**src/rtl/gamma_pkg.sv**
```systemverilog
// Shared widths and FSM state encoding for the gamma LUT bank.
package gamma_pkg;

    localparam int DATA_W    = 8;
    localparam int LUT_DEPTH = 1 << DATA_W;

    typedef enum logic [1:0] {
        IDLE,
        LOAD,
        PENDING
    } state_t;

endpackage

```
**src/rtl/gamma_lut_bank_if.sv**
```systemverilog
// Table-load stream: one entry per beat, framed by sop/eop.
interface gamma_lut_bank_if #(
    parameter int DATA_W = gamma_pkg::DATA_W
);

    logic [DATA_W-1:0] cfg_data;
    logic              cfg_valid;
    logic              cfg_sop;
    logic              cfg_eop;
    logic              cfg_ready;

    modport master (
        output cfg_data,
        output cfg_valid,
        output cfg_sop,
        output cfg_eop,
        input  cfg_ready
    );

    modport slave (
        input  cfg_data,
        input  cfg_valid,
        input  cfg_sop,
        input  cfg_eop,
        output cfg_ready
    );

endinterface

```
**src/rtl/gamma_lut_ram.sv**
```systemverilog
// One LUT bank: single write port, two registered read ports.
module gamma_lut_ram #(
    parameter int DATA_W    = gamma_pkg::DATA_W,
    parameter int LUT_DEPTH = gamma_pkg::LUT_DEPTH,
    localparam int AW       = $clog2(LUT_DEPTH)
) (
    input  logic              clk,
    input  logic              we,
    input  logic [AW-1:0]     waddr,
    input  logic [DATA_W-1:0] wdata,
    input  logic              re,
    input  logic [AW-1:0]     raddr_0,
    output logic [DATA_W-1:0] rdata_0,
    input  logic [AW-1:0]     raddr_1,
    output logic [DATA_W-1:0] rdata_1
);

    logic [DATA_W-1:0] mem [LUT_DEPTH];

    always_ff @(posedge clk) begin
        if (we) begin
            mem[waddr] <= wdata;
        end
        if (re) begin
            rdata_0 <= mem[raddr_0];
            rdata_1 <= mem[raddr_1];
        end
    end

endmodule

```
**src/rtl/gamma_lut_bank.sv**
```systemverilog
// Double-buffered two-channel gamma LUT; shadow bank loads while the
// active bank serves pixels, and the swap happens on the next frame start.
module gamma_lut_bank
    import gamma_pkg::*;
#(
    parameter int DATA_W    = gamma_pkg::DATA_W,
    parameter int LUT_DEPTH = gamma_pkg::LUT_DEPTH
) (
    input  logic              clk,
    input  logic              reset,
    gamma_lut_bank_if.slave   cfg,
    input  logic              frame_sop,
    input  logic [DATA_W-1:0] addr_0,
    output logic [DATA_W-1:0] data_0,
    input  logic [DATA_W-1:0] addr_1,
    output logic [DATA_W-1:0] data_1,
    output logic              table_ready,
    output logic              load_error
);

    localparam int AW    = $clog2(LUT_DEPTH);
    localparam int IDX_W = AW + 1;
    localparam logic [IDX_W-1:0] LAST = IDX_W'(LUT_DEPTH - 1);

    state_t            state, state_n;
    logic [IDX_W-1:0]  idx, idx_n;
    logic              active;
    logic              swap;
    logic              err_n;
    logic              accept;
    logic              wr_en;
    logic [AW-1:0]     wr_addr;
    logic              rd_bank;
    logic              sel_q;
    logic              lut_q;
    logic [DATA_W-1:0] addr0_q, addr1_q;
    logic [DATA_W-1:0] a_0, a_1, b_0, b_1;

    assign cfg.cfg_ready = !reset && (state != PENDING);
    assign accept        = cfg.cfg_valid && cfg.cfg_ready;

    always_comb begin
        state_n = state;
        idx_n   = idx;
        err_n   = 1'b0;
        wr_en   = 1'b0;
        wr_addr = '0;
        swap    = 1'b0;
        unique case (state)
            IDLE: begin
                if (accept && cfg.cfg_sop) begin
                    wr_en   = 1'b1;
                    idx_n   = IDX_W'(1);
                    state_n = LOAD;
                end
            end
            LOAD: begin
                if (accept) begin
                    if (cfg.cfg_sop) begin
                        err_n = 1'b1;
                        wr_en = 1'b1;
                        idx_n = IDX_W'(1);
                    end else if (cfg.cfg_eop != (idx == LAST)) begin
                        // eop misplaced or missing: drop the whole load
                        err_n   = 1'b1;
                        idx_n   = '0;
                        state_n = IDLE;
                    end else begin
                        wr_en   = 1'b1;
                        wr_addr = idx[AW-1:0];
                        idx_n   = cfg.cfg_eop ? '0 : idx + 1'b1;
                        state_n = cfg.cfg_eop ? PENDING : LOAD;
                    end
                end
            end
            PENDING: begin
                if (frame_sop && !reset) begin
                    swap    = 1'b1;
                    state_n = IDLE;
                end
            end
            default: state_n = IDLE;
        endcase
    end

    // The frame_sop read already targets the incoming bank.
    assign rd_bank = active ^ swap;

    always_ff @(posedge clk) begin
        if (reset) begin
            state       <= IDLE;
            idx         <= '0;
            active      <= 1'b0;
            table_ready <= 1'b0;
            load_error  <= 1'b0;
            sel_q       <= 1'b0;
            lut_q       <= 1'b0;
            addr0_q     <= '0;
            addr1_q     <= '0;
        end else begin
            state      <= state_n;
            idx        <= idx_n;
            load_error <= err_n;
            if (swap) begin
                active      <= ~active;
                table_ready <= 1'b1;
            end
            sel_q   <= rd_bank;
            lut_q   <= table_ready | swap;
            addr0_q <= addr_0;
            addr1_q <= addr_1;
        end
    end

    gamma_lut_ram #(
        .DATA_W    (DATA_W),
        .LUT_DEPTH (LUT_DEPTH)
    ) u_bank_a (
        .clk     (clk),
        .we      (wr_en && active),
        .waddr   (wr_addr),
        .wdata   (cfg.cfg_data),
        .re      (!rd_bank),
        .raddr_0 (addr_0[AW-1:0]),
        .rdata_0 (a_0),
        .raddr_1 (addr_1[AW-1:0]),
        .rdata_1 (a_1)
    );

    gamma_lut_ram #(
        .DATA_W    (DATA_W),
        .LUT_DEPTH (LUT_DEPTH)
    ) u_bank_b (
        .clk     (clk),
        .we      (wr_en && !active),
        .waddr   (wr_addr),
        .wdata   (cfg.cfg_data),
        .re      (rd_bank),
        .raddr_0 (addr_0[AW-1:0]),
        .rdata_0 (b_0),
        .raddr_1 (addr_1[AW-1:0]),
        .rdata_1 (b_1)
    );

    assign data_0 = !lut_q ? addr0_q : (sel_q ? b_0 : a_0);
    assign data_1 = !lut_q ? addr1_q : (sel_q ? b_1 : a_1);

endmodule

```
**src/flat_wrapper.sv**
```systemverilog
// flat-port wrapper written by rule: the top's interface ports become plain ports
module gamma_lut_bank_flat import gamma_pkg::*;
#(
    parameter int DATA_W    = gamma_pkg::DATA_W,
    parameter int LUT_DEPTH = gamma_pkg::LUT_DEPTH
)
  (clk, reset, frame_sop, addr_0, data_0, addr_1, data_1, table_ready, load_error, cfg_cfg_data, cfg_cfg_valid, cfg_cfg_sop, cfg_cfg_eop, cfg_cfg_ready);
  gamma_lut_bank_if #(.DATA_W(DATA_W)) cfg_i ();
  input  logic clk;
  input  logic reset;
  input  logic frame_sop;
  input  logic [DATA_W-1:0] addr_0;
  output logic [DATA_W-1:0] data_0;
  input  logic [DATA_W-1:0] addr_1;
  output logic [DATA_W-1:0] data_1;
  output logic table_ready;
  output logic load_error;
  input wire logic [$bits(cfg_i.cfg_data)-1:0] cfg_cfg_data;
  input wire logic [$bits(cfg_i.cfg_valid)-1:0] cfg_cfg_valid;
  input wire logic [$bits(cfg_i.cfg_sop)-1:0] cfg_cfg_sop;
  input wire logic [$bits(cfg_i.cfg_eop)-1:0] cfg_cfg_eop;
  output wire logic [$bits(cfg_i.cfg_ready)-1:0] cfg_cfg_ready;
  assign cfg_i.cfg_data = cfg_cfg_data;
  assign cfg_i.cfg_valid = cfg_cfg_valid;
  assign cfg_i.cfg_sop = cfg_cfg_sop;
  assign cfg_i.cfg_eop = cfg_cfg_eop;
  assign cfg_cfg_ready = cfg_i.cfg_ready;
  gamma_lut_bank #(.DATA_W(DATA_W), .LUT_DEPTH(LUT_DEPTH)) u_core (.clk(clk), .reset(reset), .cfg(cfg_i), .frame_sop(frame_sop), .addr_0(addr_0), .data_0(data_0), .addr_1(addr_1), .data_1(data_1), .table_ready(table_ready), .load_error(load_error));
endmodule
```
**config.mk**
```make
export PLATFORM = sky130hd
export DESIGN_NAME = gamma_lut_bank_flat
export DESIGN_NICKNAME = d
export VERILOG_FILES = /design/src/rtl/gamma_pkg.sv /design/src/rtl/gamma_lut_bank_if.sv /design/src/rtl/gamma_lut_ram.sv /design/src/rtl/gamma_lut_bank.sv /design/src/flat_wrapper.sv
export SDC_FILE = /design/constraint.sdc
export NUM_CORES = 2
export LEC_CHECK = 0
export CORE_AREA = 8 8 591 593
export CTS_CLUSTER_SIZE = 8
export DETAILED_ROUTE_END_ITERATION = 8
export DIE_AREA = 0 0 599 601
export GPL_TIMING_DRIVEN = 1
export PLACE_DENSITY = 0.76
export SLEW_MARGIN = 10
export SYNTH_ARGS = -nofsm -noshare
export SYNTH_HDL_FRONTEND = slang
export SYNTH_HIERARCHICAL = 1
export SYNTH_SLANG_ARGS = --single-unit
```
**constraint.sdc**
```tcl
create_clock -name clk -period 4.1 [get_ports clk]
set_input_delay 0.82 -clock clk [delete_from_list [all_inputs] [get_ports clk]]
set_output_delay 0.82 -clock clk [all_outputs]
set_load 0.02 [all_outputs]
```
## Word-level counts from Yosys, hierarchy flattened

Memory sizes are Yosys's and may differ from the RTL's. A register that Yosys moved wholly into a read port is not among the register bits.
Cells that the tools add are included.

- $add $sub $neg: 1
- Reductions and logical operators: 15
- Bitwise logic cells: 5
- Mux-type cells: 34
- Equality and inequality tests: 9

Operators with widths:

| kind | count |
|---|---|
| $mux 8 | 8 |
| $mux 9 | 5 |
| $pmux 9 s2 | 1 |
| $mux 1 | 12 |
| $mux 2 | 6 |
| $add 9x1->9 const B | 1 |
| $eq 9x8->1 const B | 1 |
| $logic_and 1x1->1 | 6 |
| $ne 2x1->1 const B | 3 |
| $pmux 2 s3 | 1 |
| $logic_not 1->1 | 4 |
| $ne 2x2->1 const B | 2 |
| $reduce_and 4->1 | 1 |
| $not 1->1 | 3 |
| $reduce_and 3->1 | 1 |
| $reduce_or 3->1 | 1 |
| $eq 2x1->1 const B | 1 |
| $eq 2x2->1 const B | 1 |
| $logic_not 2->1 | 1 |
| $pmux 1 s2 | 1 |
| $reduce_bool 2->1 | 1 |
| $ne 1x1->1 | 1 |
| $or 1x1->1 | 1 |
| $xor 1x1->1 | 1 |

- Output and inout port bits: 19
- Memories kept: 2
- Bits in registers: 32
- Memory bits (writable): 4,096

Memory list:

| name | depth | bits a word | read ports | clocked after Yosys merged registers in | write ports | RTL line | RTL |
|---|---|---|---|---|---|---|---|
| u_core.u_bank_a.mem | 256 | 8 | 2 | 2 | 1 | gamma_lut_ram.sv:18 | `logic [DATA_W-1:0] mem [LUT_DEPTH];` |
| u_core.u_bank_b.mem | 256 | 8 | 2 | 2 | 1 | gamma_lut_ram.sv:18 |  |

## Longest topological paths before layout

- Depth in word-level cells: 9
- Gate-level depth with buffers: 15
- Gate-level depth less buffers: 13

## Modules after synthesis

The synthesis kept the hierarchy.

By module, submodules not included:

| module | instances | cells an instance | area each (um2) |
|---|---|---|---|
| gamma_lut_ram | 2 | 4,847 | 97,133.2 |
| gamma_lut_bank | 1 | 191 | 1,641.6 |

## Least setup slack after synthesis

OpenSTA, ideal clock, no wires.

- Path kind: register to register
- From: reg u_core.idx[0]
- To: mem u_core.u_bank_a.mem[235][0], enable pin
- Buffers on the path: 3
- Stages on the path, launching flop included: 16
- Path slack: -2 ps
- Setup time: 370 ps
- Period minus slack after synthesis: 4,102 ps
- Arrival time: 3,731 ps
- Cell sequence: dfxtp_1 -> ha_1 -> and3_1 -> and3_1 -> and3_1 -> ha_1 -> inv_1 -> ha_1 -> nor3_1 -> and2_1 -> clkbuf_1 -> nor2b_1 -> clkbuf_1 -> nand4_1 -> clkbuf_1 -> nor2_1

RTL lines:

| element | RTL line | RTL |
|---|---|---|
| from (decl) | gamma_lut_bank.sv:26 | `logic [IDX_W-1:0] idx, idx_n;` |
| from (signal assigned) | gamma_lut_bank.sv:102 | `idx <= idx_n;` |
| $eq 9x8->1 | gamma_lut_bank.sv:63 | `end else if (cfg.cfg_eop != (idx == LAST)) begin` |
| $ne 1x1->1 | gamma_lut_bank.sv:63 |  |
| $mux 8 | gamma_lut_bank.sv:63 |  |
| $mux 8 | gamma_lut_bank.sv:59 | `if (cfg.cfg_sop) begin` |
| $mux 8 | gamma_lut_bank.sv:58 | `if (accept) begin` |
| $mux 8 | gamma_lut_bank.sv:49 | `unique case (state)` |
| net u_core.wr_addr[3] | gamma_lut_bank.sv:32 | `logic [AW-1:0] wr_addr;` |
| to (decl) | gamma_lut_ram.sv:18 |  |

The timed path passes the listed nets, and every way through them passes these cells.

## Worst setup path after layout

- From: reg u_core.idx[0]
- To: mem u_core.u_bank_b.mem[183][3], enable pin

RTL lines:

| element | RTL line |
|---|---|
| $eq 9x8->1 | gamma_lut_bank.sv:63 |
| $ne 1x1->1 | gamma_lut_bank.sv:63 |
| $mux 8 | gamma_lut_bank.sv:63 |
| $mux 8 | gamma_lut_bank.sv:59 |
| $mux 8 | gamma_lut_bank.sv:58 |
| $mux 8 | gamma_lut_bank.sv:49 |
| net u_core.wr_addr[3] | gamma_lut_bank.sv:32 |
| to (decl) | gamma_lut_ram.sv:18 |

The timed path passes the listed nets, and every way through them passes these cells.

==> impl_metrics.csv <==
group,metric,value,unit
setup_path,rr_startpoint,"u_core/idx[0]",
setup_path,r2r_slack,40,ps
grt,grt_pass1_vias,123000,
sta,post-route-min-period,4060,ps
setup_path,slowest_delay,380,ps
yosys,muxShareOfSynthArea,27.1,%
yosys,synth_edf_count,4128,
floorplan,die_w,599,um
setup_path,cp_top_family,"buffers and inverters",
sta,final_max_slew_viol_count,0,
yosys,ys_seq_area_share,63.6,%
route,dr.first_iter.drc_count,21300,
sta,fin_crit_sh,99.1,%
clock_tree,htreeDepth,6,
yosys,synth.most_common_cell,"edfxtp_1",
power_and_ir_drop,p_leak,74.7,nW
yosys,yosys.area_share.simple,2.92,%
clock_tree,clock_sinks,4160,
yosys,synth_area_per_cell,19.8,um2
sta,max_freq,246,MHz
grt,antenna_found_initial,37,
grt,grt_max_degree,135,
clock_tree,clockBufferDepth,4,
sta,grt_setup_unrepaired,"yes",
setup_path,startpoint_type,"flop",
grt,overflow,0,
floorplan,coreArea,0.341,mm2
place,io_buffers,48,
cells_and_area,syn2layout_area_growth,16.7,%
yosys,synth-xor-area-share,0.00447,%
setup_path,cp.arrival,4830,ps
yosys,synth_top_family_by_area,"multiplexers",
sta,clock_skew,40.7,ps
yosys,async_flop_share,0,%
cells_and_area,fillers,21400,
setup_path,r2r-end,"u_core/u_bank_b/mem[183][3]",
setup_path,cpMostUsedCell,"buf_4",
setup_path,required,4870,ps
min_path,holdPathStages,1,
sta,relSlewSlack,4.50,%
yosys,synth_common_cells,"edfxtp_1, mux4_2, nor2_1, mux2i_1, clkbuf_1",
clock_tree,cts_buffers,591,
yosys,yosys.area.top_type_share,63.3,%
route,drcViolationCount,0,
yosys,yosysUniqueCellTypes,72,
floorplan,placementRows,215,
sta,setup_slack,38.1,ps
power_and_ir_drop,power_density,435,mW/mm2
setup_path,reg2reg_depth,19,
cells_and_area,post-route-util,67.1,%
floorplan,chipHeight,601,um
clock_tree,insertion_delay,1050,ps
place,post-place-ws,-522,ps
setup_path,cp_slowest_cell,"buf_4",
setup_path,crit_fanout,9,
floorplan,pin_count,49,
setup_path,path_cells,"ha_2 -> and3_4 -> and3_1 -> and3_1 -> ha_2 -> inv_1 -> ha_1 -> nor3_2 -> buf_4 -> and2_1 -> buf_12 -> buf_4 -> nor2b_1 -> buf_4 -> nand4_1 -> buf_4 -> buf_4 -> nor2_1 -> buf_4",
place,dp_hpwl,444000,um
cells_and_area,layout.nets,11300,
yosys,synth_fa_ha_area_share,0.0255,%
setup_path,crit_buf_inv,8,
cells_and_area,drive_above_1_share,40.5,%
sta,max_slew.worst_pin.slew,1430,ps
yosys,synth_cells,9885,
setup_path,endpoint_kind,"flop",
yosys,synth.ff_latch_count,4160,
yosys,yosys_most_used_dff,"edfxtp_1",
sta,setup_viol,0,
place,place.gp.congestion,1.00,
power_and_ir_drop,vdd_ir_drop_max,0.000622,V
floorplan,die-area,0.360,mm2
setup_path,critPathKind,"reg -> reg",
setup_path,setup.worst_path.start,"u_core/idx[0]",
yosys,ys.warnings.count,6,
yosys,synth-compound-area-share,3.61,%
route,routed_via_density,7.65,
floorplan,initial_core_util,57.5,%
clock_tree,clkTransAtPathRegs,50,ps
setup_path,worstSetupPathDepth,19,
setup_path,crit_path_end,"u_core/u_bank_b/mem[183][3]",
grt,track_usage,35.9,%
clock_tree,cts_tree,"done",
min_path,hold_class,"in -> reg",
yosys,syn_nets,9919,
yosys,synth.area.top_cells,"edfxtp_1, mux4_2, mux2i_1, nor2_1, o221ai_1",
route,post_drt_wl_per_cell,41.0,um
route,vias,122000,
route,drt-pass1-iter-count,8,
route,routed_wl,656000,um
grt,grt_pass1_wl,924000,um
status,outcome,"complete, no violations",
clock_tree,cts_setup_buffers,0,
route,ant_nets,0,
job,drv_cap,0,
yosys,syn-cell-area,0.196,mm2
yosys,yosys.area.top_type,"edfxtp_1",
clock_tree,root_buffer,"clkbuf_16",
sta,hold_viol,0,
-- how the worst min path moves through the flow --
stage | startpoint | endpoint
floorplan | u_core/idx[7] | u_core/idx[7]
global placement | u_core/idx[8] | u_core/idx[8]
detailed placement | u_core/idx[8] | u_core/idx[8]
CTS | cfg_cfg_data[7] | u_core/u_bank_a/mem[1][7]
global route | cfg_cfg_data[7] | u_core/u_bank_a/mem[33][7]
finish | cfg_cfg_data[7] | u_core/u_bank_a/mem[33][7]
-- cell usage in the layout, fill, tap and decap left out, types with 26 or more instances in the layout --
cell	Yosys	layout
nor2_1	626	516
clkbuf_16	0	612
nand2_1	231	228
nor2_2	2	81
a211oi_1	57	57
a22o_1	44	44
and2_1	32	30
edfxtp_1	4128	4128
o211ai_1	27	27
a21oi_1	179	175
mux2_2	76	76
buf_4	84	1331
o221ai_1	130	130
nor2_4	0	31
o21ai_0	70	67
a221oi_1	64	64
nor3_1	50	49
mux2i_1	488	488
nor2b_1	71	65
nand4_1	26	26
nand3_1	106	98
buf_12	16	237
clkbuf_1	280	45
dfxtp_1	32	31
o22ai_1	96	96
mux4_2	2102	2102
a22oi_1	127	127
-- routing by layer --
| metal | vias up | wire length [um] | global-route usage (%) |
|---|---|---|---|
| met5 | - | 284 | 0 |
| met4 | 38 | 43800 | 18.6 |
| met3 | 2224 | 103000 | 12.0 |
| met2 | 11500 | 295000 | 53.7 |
| met1 | 63100 | 214000 | 47.4 |
| li1 | 45500 | - | - |
-- final cells by class --
type                       count  area, um2  area share [%]
tap                         4557       5700            2.49
antenna                       22       55.1          0.0241
multi-input combinational   4907      66500            29.1
clock buffer                 656      15500            6.76
timing repair buffer        1637      15600            6.81
inverter                      18       75.1          0.0328
clock inverter                39        569           0.249
sequential                  4160     125000            54.5
-- power by group --
group          internal, mW  switching [mW]  total [mW]
logic                  3.38            5.11        8.49
clock network          26.4            17.6        44.0
registers              46.9          0.0856        47.0
total                  76.6            22.8        99.4
-- registers in the layout, summed over array words and instances (netlist names), 2 cells and up --
name and count:
u_core/idx 9, u_core/u_bank_a/mem 2048, u_core/state 2, u_core/u_bank_b/rdata_0 8, u_core/u_bank_b/rdata_1 8, u_core/addr1_q 8
u_core/u_bank_a/rdata_1 8, u_core/u_bank_a/rdata_0 8, u_core/addr0_q 8, u_core/u_bank_b/mem 2048
-- kinds of logic after synthesis --
group                      count (synthesis)
DFF                                     4160
muxes                                   2666
and+or+nand+nor                         1269
AOI/OAI and AO/OA                        967
buffers and inverters                    818
adders and majority gates                  4
xor gates and xnor gates                   1
-- per-stage QoR --
stage               total power [mW]  TNS, ps  hold slack (ps)  std cells  area (um2)
CTS                             99.3     -230              175      16000      228000
global route                     101    -51.8              196      16000      228000
finish                          99.4        0              209      16000      229000
global placement                55.8  -586510              492      15300      212000
floorplan                       52.2     -364              477       9885      196000
detailed placement              56.0  -288340              509      15300      212000
-- timing repair --
| action | CTS | global route |
|---|---|---|
| gates cloned | 0 | 1 |
| hold buffers | 0 | 0 |
| resized for setup | 71 | 123 |
| endpoints found under the setup margin | 937 | 2813 |
| pin swaps | 0 | 1 |
Note: power is estimated with default switching activity, not from simulation.
